<file path="src/rtl/multicycle_ctrl_fsm_if.sv">
// Memory handshake bundle: controller (master) to instruction/data memories (slave).
interface multicycle_ctrl_fsm_if;
    logic im_req;
    logic im_ack;
    logic dm_req;
    logic dm_we;
    logic dm_ack;

    modport master (
        output im_req,
        output dm_req,
        output dm_we,
        input  im_ack,
        input  dm_ack
    );

    modport slave (
        input  im_req,
        input  dm_req,
        input  dm_we,
        output im_ack,
        output dm_ack
    );
endinterface

</file>
<file path="src/rtl/multicycle_ctrl_fsm.sv">
// Multi-cycle control FSM for the 19-bit CPU.
// Optional perf counters enabled by defining CU_PERF_CNT_EN.
module multicycle_ctrl_fsm #(
    parameter int OPCODE_W = 5,
    parameter int ALU_MODE_W = 3,
    parameter logic [ALU_MODE_W-1:0] ADD_MODE = '0
`ifdef CU_PERF_CNT_EN
    ,
    parameter int CNT_W = 16
`endif
) (
    input  logic                  clk,
    input  logic                  rst,
    input  logic                  en,
    input  logic [OPCODE_W-1:0]   opcode,
    input  logic                  br_cond,
    multicycle_ctrl_fsm_if.master mem,
    output logic                  load_ir,
    output logic                  inc_pc,
    output logic                  load_pc,
    output logic                  rf_we,
    output logic                  sel_a,
    output logic                  sel_b,
    output logic [ALU_MODE_W-1:0] alu_mode,
    output logic                  halted,
    output logic [2:0]            state
`ifdef CU_PERF_CNT_EN
    ,
    output logic [CNT_W-1:0]      retired_cnt,
    output logic [CNT_W-1:0]      stall_cnt
`endif
);

    typedef enum logic [2:0] {
        S_RESET   = 3'd0,
        S_FETCH   = 3'd1,
        S_DECODE  = 3'd2,
        S_EXECUTE = 3'd3,
        S_MEM     = 3'd4,
        S_WB      = 3'd5,
        S_HALT    = 3'd6
    } state_t;

    state_t                state_q;
    state_t                state_d;
    logic [ALU_MODE_W-1:0] alu_mode_q;
    logic [ALU_MODE_W-1:0] mode_d;
    logic                  legal;

    logic [1:0] op_class;
    logic       is_alu;
    logic       is_ldst;
    logic       is_br;
    logic       is_sys;
    logic       is_store;
    logic       op_ones;

    assign op_class = opcode[OPCODE_W-1 -: 2];
    assign is_alu   = op_class == 2'b00;
    assign is_ldst  = op_class == 2'b01;
    assign is_br    = op_class == 2'b10;
    assign is_sys   = op_class == 2'b11;
    assign is_store = opcode[0];
    assign op_ones  = &opcode;
    assign state    = state_q;

    always_ff @(posedge clk or posedge rst) begin
        if (rst) begin
            state_q    <= S_RESET;
            alu_mode_q <= '0;
        end else begin
            state_q    <= state_d;
            alu_mode_q <= mode_d;
        end
    end

    always_comb begin
        state_d    = state_q;
        mode_d     = alu_mode_q;
        legal      = 1'b1;
        load_ir    = 1'b0;
        inc_pc     = 1'b0;
        load_pc    = 1'b0;
        rf_we      = 1'b0;
        sel_a      = 1'b0;
        sel_b      = 1'b0;
        halted     = 1'b0;
        mem.im_req = 1'b0;
        mem.dm_req = 1'b0;
        mem.dm_we  = 1'b0;
        unique case (state_q)
            S_RESET: state_d = S_FETCH;
            S_FETCH: begin
                mem.im_req = 1'b1;
                if (mem.im_ack) begin
                    load_ir = 1'b1;
                    inc_pc  = 1'b1;
                    state_d = S_DECODE;
                end
            end
            S_DECODE: begin
                // A takes PC for branches; B takes the immediate for LD/ST and BR
                sel_a = is_br;
                sel_b = is_ldst | is_br;
                unique case (1'b1)
                    is_sys:  state_d = op_ones ? S_HALT : S_FETCH;
                    default: state_d = S_EXECUTE;
                endcase
            end
            S_EXECUTE: begin
                unique case (1'b1)
                    is_alu: begin
                        mode_d  = opcode[ALU_MODE_W-1:0];
                        state_d = S_WB;
                    end
                    is_ldst: begin
                        mode_d  = ADD_MODE;
                        state_d = S_MEM;
                    end
                    is_br: begin
                        load_pc = br_cond;
                        state_d = S_FETCH;
                    end
                    default: state_d = S_FETCH;
                endcase
            end
            S_MEM: begin
                mem.dm_req = 1'b1;
                mem.dm_we  = is_store;
                if (mem.dm_ack) begin
                    state_d = is_store ? S_FETCH : S_WB;
                end
            end
            S_WB: begin
                rf_we   = 1'b1;
                state_d = S_FETCH;
            end
            S_HALT: halted = 1'b1;
            default: begin
                legal   = 1'b0;
                state_d = S_RESET;
            end
        endcase
        alu_mode = mode_d;
        // Freeze keeps requests up but drops strobes and any ack-driven move
        if (!en && legal) begin
            state_d = state_q;
            mode_d  = alu_mode_q;
            load_ir = 1'b0;
            inc_pc  = 1'b0;
            load_pc = 1'b0;
            rf_we   = 1'b0;
        end
    end

`ifdef CU_PERF_CNT_EN
    logic retire;
    logic stall;
    logic waiting;

    always_comb begin
        waiting = (state_q == S_FETCH) || (state_q == S_MEM);
        stall   = 1'b0;
        if (waiting) begin
            if (!en) begin
                stall = 1'b1;
            end else if (state_q == S_FETCH) begin
                stall = !mem.im_ack;
            end else begin
                stall = !mem.dm_ack;
            end
        end
        retire = en && (state_d == S_FETCH) &&
                 (state_q inside {S_DECODE, S_EXECUTE, S_MEM, S_WB});
    end

    always_ff @(posedge clk or posedge rst) begin
        if (rst) begin
            retired_cnt <= '0;
            stall_cnt   <= '0;
        end else begin
            if (retire && !(&retired_cnt)) begin
                retired_cnt <= retired_cnt + CNT_W'(1);
            end
            if (stall && !(&stall_cnt)) begin
                stall_cnt <= stall_cnt + CNT_W'(1);
            end
        end
    end
`endif

endmodule

</file>
<file path="src/flat_wrapper.sv">
// flat-port wrapper written by rule: the top's interface ports become plain ports
module multicycle_ctrl_fsm_flat 
#(
    parameter int OPCODE_W = 5,
    parameter int ALU_MODE_W = 3,
    parameter logic [ALU_MODE_W-1:0] ADD_MODE = '0

)
  (clk, rst, en, opcode, br_cond, load_ir, inc_pc, load_pc, rf_we, sel_a, sel_b, alu_mode, halted, state, mem_im_req, mem_dm_req, mem_dm_we, mem_im_ack, mem_dm_ack);
  multicycle_ctrl_fsm_if mem_i ();
  input  logic clk;
  input  logic rst;
  input  logic en;
  input  logic [OPCODE_W-1:0] opcode;
  input  logic br_cond;
  output logic load_ir;
  output logic inc_pc;
  output logic load_pc;
  output logic rf_we;
  output logic sel_a;
  output logic sel_b;
  output logic [ALU_MODE_W-1:0] alu_mode;
  output logic halted;
  output logic [2:0] state;
  output wire logic [$bits(mem_i.im_req)-1:0] mem_im_req;
  output wire logic [$bits(mem_i.dm_req)-1:0] mem_dm_req;
  output wire logic [$bits(mem_i.dm_we)-1:0] mem_dm_we;
  input wire logic [$bits(mem_i.im_ack)-1:0] mem_im_ack;
  input wire logic [$bits(mem_i.dm_ack)-1:0] mem_dm_ack;
  assign mem_im_req = mem_i.im_req;
  assign mem_dm_req = mem_i.dm_req;
  assign mem_dm_we = mem_i.dm_we;
  assign mem_i.im_ack = mem_im_ack;
  assign mem_i.dm_ack = mem_dm_ack;
  multicycle_ctrl_fsm #(.OPCODE_W(OPCODE_W), .ALU_MODE_W(ALU_MODE_W), .ADD_MODE(ADD_MODE)) u_core (.clk(clk), .rst(rst), .en(en), .opcode(opcode), .br_cond(br_cond), .mem(mem_i), .load_ir(load_ir), .inc_pc(inc_pc), .load_pc(load_pc), .rf_we(rf_we), .sel_a(sel_a), .sel_b(sel_b), .alu_mode(alu_mode), .halted(halted), .state(state));
endmodule
</file>
<file path="config.mk">
export PLATFORM = sky130hd
export DESIGN_NAME = multicycle_ctrl_fsm_flat
export DESIGN_NICKNAME = d
export VERILOG_FILES = /design/src/rtl/multicycle_ctrl_fsm_if.sv /design/src/rtl/multicycle_ctrl_fsm.sv /design/src/flat_wrapper.sv
export SDC_FILE = /design/constraint.sdc
export NUM_CORES = 1
export LEC_CHECK = 0
export BUFFER_PORTS_ARGS = -buffer_cell sky130_fd_sc_hd__buf_2
export CORE_AREA = 2 2 39 41
export CTS_CLUSTER_SIZE = 12
export DETAILED_ROUTE_END_ITERATION = 10
export DIE_AREA = 0 0 41 43
export PLACE_DENSITY = 0.85
export RECOVER_POWER = 50
export REMOVE_ABC_BUFFERS = 1
export SETUP_SLACK_MARGIN = 0.2
export SYNTH_ARGS = -nofsm -noshare
export SYNTH_HDL_FRONTEND = slang
export SYNTH_SLANG_ARGS = --single-unit
</file>
<file path="constraint.sdc">
create_clock -name clk -period 2.65 [get_ports clk]
set_input_delay 0.53 -clock clk [delete_from_list [all_inputs] [get_ports clk]]
set_output_delay 0.53 -clock clk [all_outputs]
set_load 0.01 [all_outputs]
</file>
Yosys cells after proc, flatten, opt, wreduce, memory -nomap -nowiden

Cells that the tools add are included.

Bits in latches: 0
Register bits: 6
Bits in read-only memories: 0
Logic and storage cells: 48
Memory bits (writable): 0
Input bits: 11
Output and inout port bits: 16
Memories: 0

Muxes and demuxes: 24
Bitwise logic cells: 3
$add $sub $neg: 0
Divide/modulo/power cells: 0
Multiply operators: 0
Equality and inequality tests: 11
Reductions and logical operators: 8
$lt $le $gt $ge: 0
Shift-type cells: 0

Operator list:

| kind                                                            | number |
|---|---|
| 3-bit 2-to-1 mux                                                | 6 |
| 3-bit case mux with 6 select lines                              | 1 |
| 1-bit 2-to-1 mux                                                | 15 |
| 3-bit case mux with 2 select lines                              | 2 |
| 3-bit == test, second input constant                            | 3 |
| 7-bit OR reduction                                              | 1 |
| 3-bit by 2-bit == test with 1-bit output, second input constant | 2 |
| 5-bit AND reduction                                             | 1 |
| 2-bit == test, second input constant                            | 2 |
| 2-bit != test, second input constant                            | 2 |
| 4-bit AND reduction                                             | 1 |
| 3-bit by 1-bit == test with 1-bit output, second input constant | 1 |
| 3-bit logical NOT                                               | 1 |
| 2-bit by 1-bit == test with 1-bit output, second input constant | 1 |
| 2-bit logical NOT                                               | 1 |
| 1-bit NOT                                                       | 2 |
| 2-bit OR reduction                                              | 1 |
| 1-bit logical AND                                               | 1 |
| 1-bit logical NOT                                               | 1 |
| 1-bit bitwise OR                                                | 1 |

Longest topological paths before layout

Depth in word-level cells: 6
Mapped depth: 5
Mapped depth without buffers: 5

Least setup slack after synthesis

Ideal clock, no wire load.

Path type: flip-flop to output port
Start point: register u_core.state_q[2], in the netlist u_core.state[2]
End point: output load_ir
Arrival: 1.363 ns
Cell stages (with the launch flop): 6
Data required time: 2.120 ns
Slack: 0.757 ns
Buffers on the path: 2
Cells stage by stage: dfrtp_1 > clkbuf_4 > a21o_4 > o31ai_2 > nor3_1 > buf_4

Cells in the longest elaborated chain, start to end: 5
Elaborated cells between the ends (all ways): 12

Ends and longest elaborated chain:

| what                                        | line                       | source |
|---|---|---|
| from (decl)                                 | multicycle_ctrl_fsm.sv:44  | `state_t state_q;` |
| from (signal assigned)                      | multicycle_ctrl_fsm.sv:72  | `state_q <= state_d;` |
| 3-bit == test, or another cell as far along | multicycle_ctrl_fsm.sv:91  | `unique case (state_q)` |
| 7-bit OR reduction (no source line)         | -                          |  |
| 1-bit 2-to-1 mux                            | multicycle_ctrl_fsm.sv:91  |  |
| 1-bit logical AND                           | multicycle_ctrl_fsm.sv:146 | `if (!en && legal) begin` |
| 1-bit 2-to-1 mux *                          | -                          |  |
| to (decl)                                   | flat_wrapper.sv:16         | `output logic load_ir;` |

Every way passes the cells marked *; elsewhere a longest branch is shown, timed or not.

Worst setup path in the final report

Start point: register u_core.state_q[2], in the netlist u_core.state[2]
End point: output alu_mode[0]

Cells in the longest elaborated chain, start to end: 2

Ends and longest elaborated chain:

| what                                     | line                      | source |
|---|---|---|
| 3-bit by 2-bit == test with 1-bit output | multicycle_ctrl_fsm.sv:91 |  |
| 3-bit 2-to-1 mux                         | multicycle_ctrl_fsm.sv:91 |  |
| to (decl)                                | flat_wrapper.sv:22        | `output logic [ALU_MODE_W-1:0] alu_mode;` |

No other way between the ends.

==> run_summary.xml <==
<?xml version="1.0" encoding="UTF-8"?>
<metrics>
  <group name="power_and_ir_drop">
    <metric name="power.density" unit="nW/µm²">908.1</metric>
    <metric name="sw_frac_of_total" unit="%">44.78</metric>
    <metric name="cellInternalPower" unit="µW">355.7</metric>
    <metric name="switchingPower" unit="µW">288.5</metric>
    <metric name="pnr_total_power" unit="µW">644.2</metric>
    <metric name="p_seq_share" unit="%">33.2</metric>
    <metric name="leakagePower" unit="nW">0.3757</metric>
    <metric name="p_comb_share" unit="%">53.8</metric>
    <metric name="p_clk_share" unit="%">13.0</metric>
    <metric name="peakVddDrop" unit="mV">0.2903</metric>
  </group>
  <group name="critical_path">
    <metric name="worstReg2RegEnd" unit="">u_core.state[2]$_DFFE_PP0P_</metric>
    <metric name="critPathKind" unit="">reg -&gt; out</metric>
    <metric name="timing.critical_path.arrival" unit="ns">1.66</metric>
    <metric name="worstPathMaxFanout" unit="">13</metric>
    <metric name="timing.reg2reg.worst_path_depth" unit="">4</metric>
    <metric name="startpoint_class_of_the_critical_path" unit="">flop</metric>
    <metric name="timing.critical_path.required" unit="ns">2.12</metric>
    <metric name="setup.worst_path.start" unit="">u_core.state[2]$_DFFE_PP0P_</metric>
    <metric name="timing.critical_path.to_type" unit="">output port</metric>
    <metric name="r2r_setup_slack" unit="ns">1.03</metric>
    <metric name="worstReg2RegStart" unit="">u_core.state[1]$_DFFE_PP0P_</metric>
    <metric name="setup_crit_end" unit="">alu_mode[0]</metric>
  </group>
  <group name="cts">
    <metric name="clock_tree.htree_level_count" unit="">1</metric>
    <metric name="ctsResizeCount" unit="">0</metric>
    <metric name="cts_setup_buffers" unit="">0</metric>
    <metric name="cts.clk_slew.worst_paths" unit="ns">0.05</metric>
    <metric name="buffers_from_clock_root_to_sink_at_most" unit="">2</metric>
    <metric name="cts_tree" unit="">yes</metric>
    <metric name="insertion_delay" unit="ns">0.24</metric>
    <metric name="ctsHoldBuffers" unit="">0</metric>
    <metric name="cts_made_buffers" unit="">3</metric>
    <metric name="cts.root.buffer_cell" unit="">clkbuf_4</metric>
    <metric name="numClockSinks" unit="">6</metric>
  </group>
  <group name="run">
    <metric name="drv_cap" unit="">0</metric>
  </group>
  <group name="drt">
    <metric name="drc_errors" unit="">0</metric>
    <metric name="avgRoutedWirePerCell" unit="µm">12.60</metric>
    <metric name="drtPass1Iterations" unit="">4</metric>
    <metric name="num_vias" unit="">555</metric>
    <metric name="ant_nets" unit="">0</metric>
    <metric name="drt_iter0_markers" unit="">8</metric>
    <metric name="route.final.wire_length" unit="µm">1310</metric>
    <metric name="vias_per_cell" unit="">5.337</metric>
  </group>
  <group name="logic_synthesis">
    <metric name="synth_cells" unit="">63</metric>
    <metric name="post_synthesis_register_bit_count" unit="">6</metric>
    <metric name="post_synth_instance_area" unit="µm²">576.8</metric>
    <metric name="yosys.area.top_type" unit="">dfrtp_1</metric>
    <metric name="syn-mean-instance-area" unit="µm²">9.156</metric>
    <metric name="number_of_synthesis_warnings" unit="">0</metric>
    <metric name="share_of_the_synthesized_area_in_the_top_cell_type" unit="%">26.03</metric>
    <metric name="post_synth_main_area_contributors" unit="">dfrtp_1 (26%), ha_1 (11%), a22o_1 (9.1%), o31ai_1 (3.9%), and3_1 (3.3%)</metric>
    <metric name="synth-seq-area-share" unit="%">26.03</metric>
    <metric name="synth.lib_cells_used.distinct" unit="">31</metric>
  </group>
  <group name="cells_and_area">
    <metric name="final-seq-area" unit="µm²">150.1</metric>
    <metric name="share_of_layout_cells_above_drive_strength_1" unit="%">35.23</metric>
    <metric name="synthToLayoutAreaGrowth" unit="%">22.99</metric>
    <metric name="layout.cells.most_common_list" unit="">buf_2 (23), a22o_1 (6), dfrtp_1 (6), nor2_1 (5), ha_1 (5)</metric>
    <metric name="n_fill_cell" unit="">141</metric>
    <metric name="layout_commonest_cell" unit="">buf_2</metric>
    <metric name="post_layout_nonfiller_instances" unit="">104</metric>
    <metric name="final_core_utilization" unit="%">51.27</metric>
    <metric name="num_antenna_cells" unit="">0</metric>
    <metric name="design_area" unit="µm²">709.4</metric>
    <metric name="area_occupied_by_multi_input_gates" unit="µm²">375.4</metric>
    <metric name="post_layout_nets" unit="">106</metric>
  </group>
  <group name="worst_hold_path">
    <metric name="class_of_the_worst_hold_path" unit="">in -&gt; async</metric>
  </group>
  <group name="floorplan">
    <metric name="core_region_area" unit="µm²">1384</metric>
    <metric name="initial_core_util" unit="%">41.68</metric>
    <metric name="io-pin-count" unit="">27</metric>
    <metric name="die_x" unit="µm">41</metric>
    <metric name="fp.dieArea" unit="µm²">1763</metric>
    <metric name="die-height" unit="µm">43</metric>
    <metric name="floorplan.rows" unit="">14</metric>
  </group>
  <group name="sta">
    <metric name="grt_setup_unrepaired" unit="">no</metric>
    <metric name="max_slew.worst_pin.slew" unit="ns">0.3893</metric>
    <metric name="hold_viol" unit="">0</metric>
    <metric name="finalSetupViolCount" unit="">0</metric>
    <metric name="worst_slew_margin_rel" unit="%">74.05</metric>
    <metric name="hold-worst-slack" unit="ns">0.1809</metric>
    <metric name="min_period" unit="ns">2.194</metric>
    <metric name="timing.final.ws_setup" unit="ns">0.4565</metric>
    <metric name="final.setup.tns" unit="ns">0</metric>
    <metric name="slew_viol_final" unit="">0</metric>
    <metric name="clock_skew" unit="ns">0.007479</metric>
    <metric name="final_min_period_over_clock_period" unit="%">82.78</metric>
    <metric name="achievable-frequency" unit="GHz">0.4559</metric>
  </group>
  <group name="global_route">
    <metric name="grt_pass1_vias" unit="">493</metric>
    <metric name="overflow" unit="">0</metric>
    <metric name="grt_max_degree" unit="">14</metric>
    <metric name="grt_antenna_before_repair" unit="">0</metric>
    <metric name="track_usage" unit="%">15.55</metric>
    <metric name="grt_pass1_wl" unit="µm">1959</metric>
  </group>
  <group name="placed_design">
    <metric name="port_buffers" unit="">26</metric>
    <metric name="dpl_hpwl" unit="µm">1094</metric>
    <metric name="dpl.cell_count" unit="">101</metric>
    <metric name="pre_cts_ws" unit="ns">0.5046</metric>
    <metric name="dpl_cell_area" unit="µm²">693.2</metric>
    <metric name="gp_congestion" unit="">0.8176</metric>
  </group>
  <group name="status">
    <metric name="status" unit="">finished, final reports clean</metric>
  </group>
</metrics>
[power groups by stage]
| stage | Combinational [mW] | Sequential [mW] | Clock [mW] |
|---|---|---|---|
| floorplan | 0.232 | 0.203 | 0 |
| global placement | 0.346 | 0.212 | 0 |
| detailed placement | 0.358 | 0.214 | 0 |
| CTS | 0.358 | 0.214 | 0.0872 |
| global route | 0.385 | 0.223 | 0.0919 |
| finish | 0.347 | 0.214 | 0.0839 |
[flip-flops by register name, summed over array words and instances (netlist names)]
name	cells
u_core.alu_mode_q	3
u_core.state	3
[layout make-up]
type / count / share of cell area (%)
clock buffer: 3 / 3.175
inverter: 4 / 2.116
multi-input combinational: 49 / 52.91
sequential: 6 / 21.16
tap: 16 / 2.822
timing repair buffer: 26 / 17.81
[cells in the mapped netlist]
cell type,number
a22o_1,6
dfrtp_1,6
ha_1,5
nor2_1,5
inv_1,4
and3_1,3
o31ai_1,3
and2_1,2
buf_4,2
nand3_1,2
nor3_1,2
nor3b_1,2
o21ai_0,2
or2b_1,2
a211o_1,1
a211oi_1,1
a21o_4,1
a21oi_2,1
and2b_4,1
buf_6,1
clkbuf_4,1
nand2_1,1
nand2b_1,1
nor4b_1,1
o211ai_1,1
o21a_1,1
o31ai_2,1
o32a_1,1
or2_4,1
or2b_2,1
or3_1,1
[metal layers]
| layer | global-route usage [%] | vias to the layer above | share of wire [%] |
|---|---|---|---|
| met5 | 0 | - | 0 |
| met4 | 6.667 | 0 | 0 |
| met3 | 2.618 | 0 | 6.3 |
| met2 | 25.94 | 23 | 53 |
| met1 | 18.27 | 253 | 41 |
| li1 | - | 279 | - |
[worst min-delay path by stage]
stage / startpoint / to / slack (ns)
2_1_floorplan: rst / u_core.alu_mode_q[0]$_DFFE_PP0P_ / 0.32
3_3_place_gp: rst / u_core.state[1]$_DFFE_PP0P_ / 0.44
3_5_place_dp: rst / u_core.state[2]$_DFFE_PP0P_ / 0.45
4_1_cts: rst / u_core.state[2]$_DFFE_PP0P_ / 0.18
5_1_grt: rst / u_core.state[2]$_DFFE_PP0P_ / 0.20
6_report: rst / u_core.alu_mode_q[1]$_DFFE_PP0P_ / 0.18
[cells by family (layout without fill, tap and decap cells)]
| group | count (synthesis) | after routing | share of synthesized area (%) |
|---|---|---|---|
| flops | 6 | 6 | 26.03 |
| compound gates | 19 | 19 | 28.20 |
| fa+ha+maj | 5 | 5 | 10.85 |
| simple gates | 25 | 25 | 26.46 |
| buf+inv | 8 | 33 | 8.459 |
[critical path: stages (launching register included)]
cell and delay (ns):
dfrtp_1 0.57, and2b_4 0.26, and3_1 0.21, a22o_1 0.24, buf_2 0.14
(Power assumes the default switching activity.)
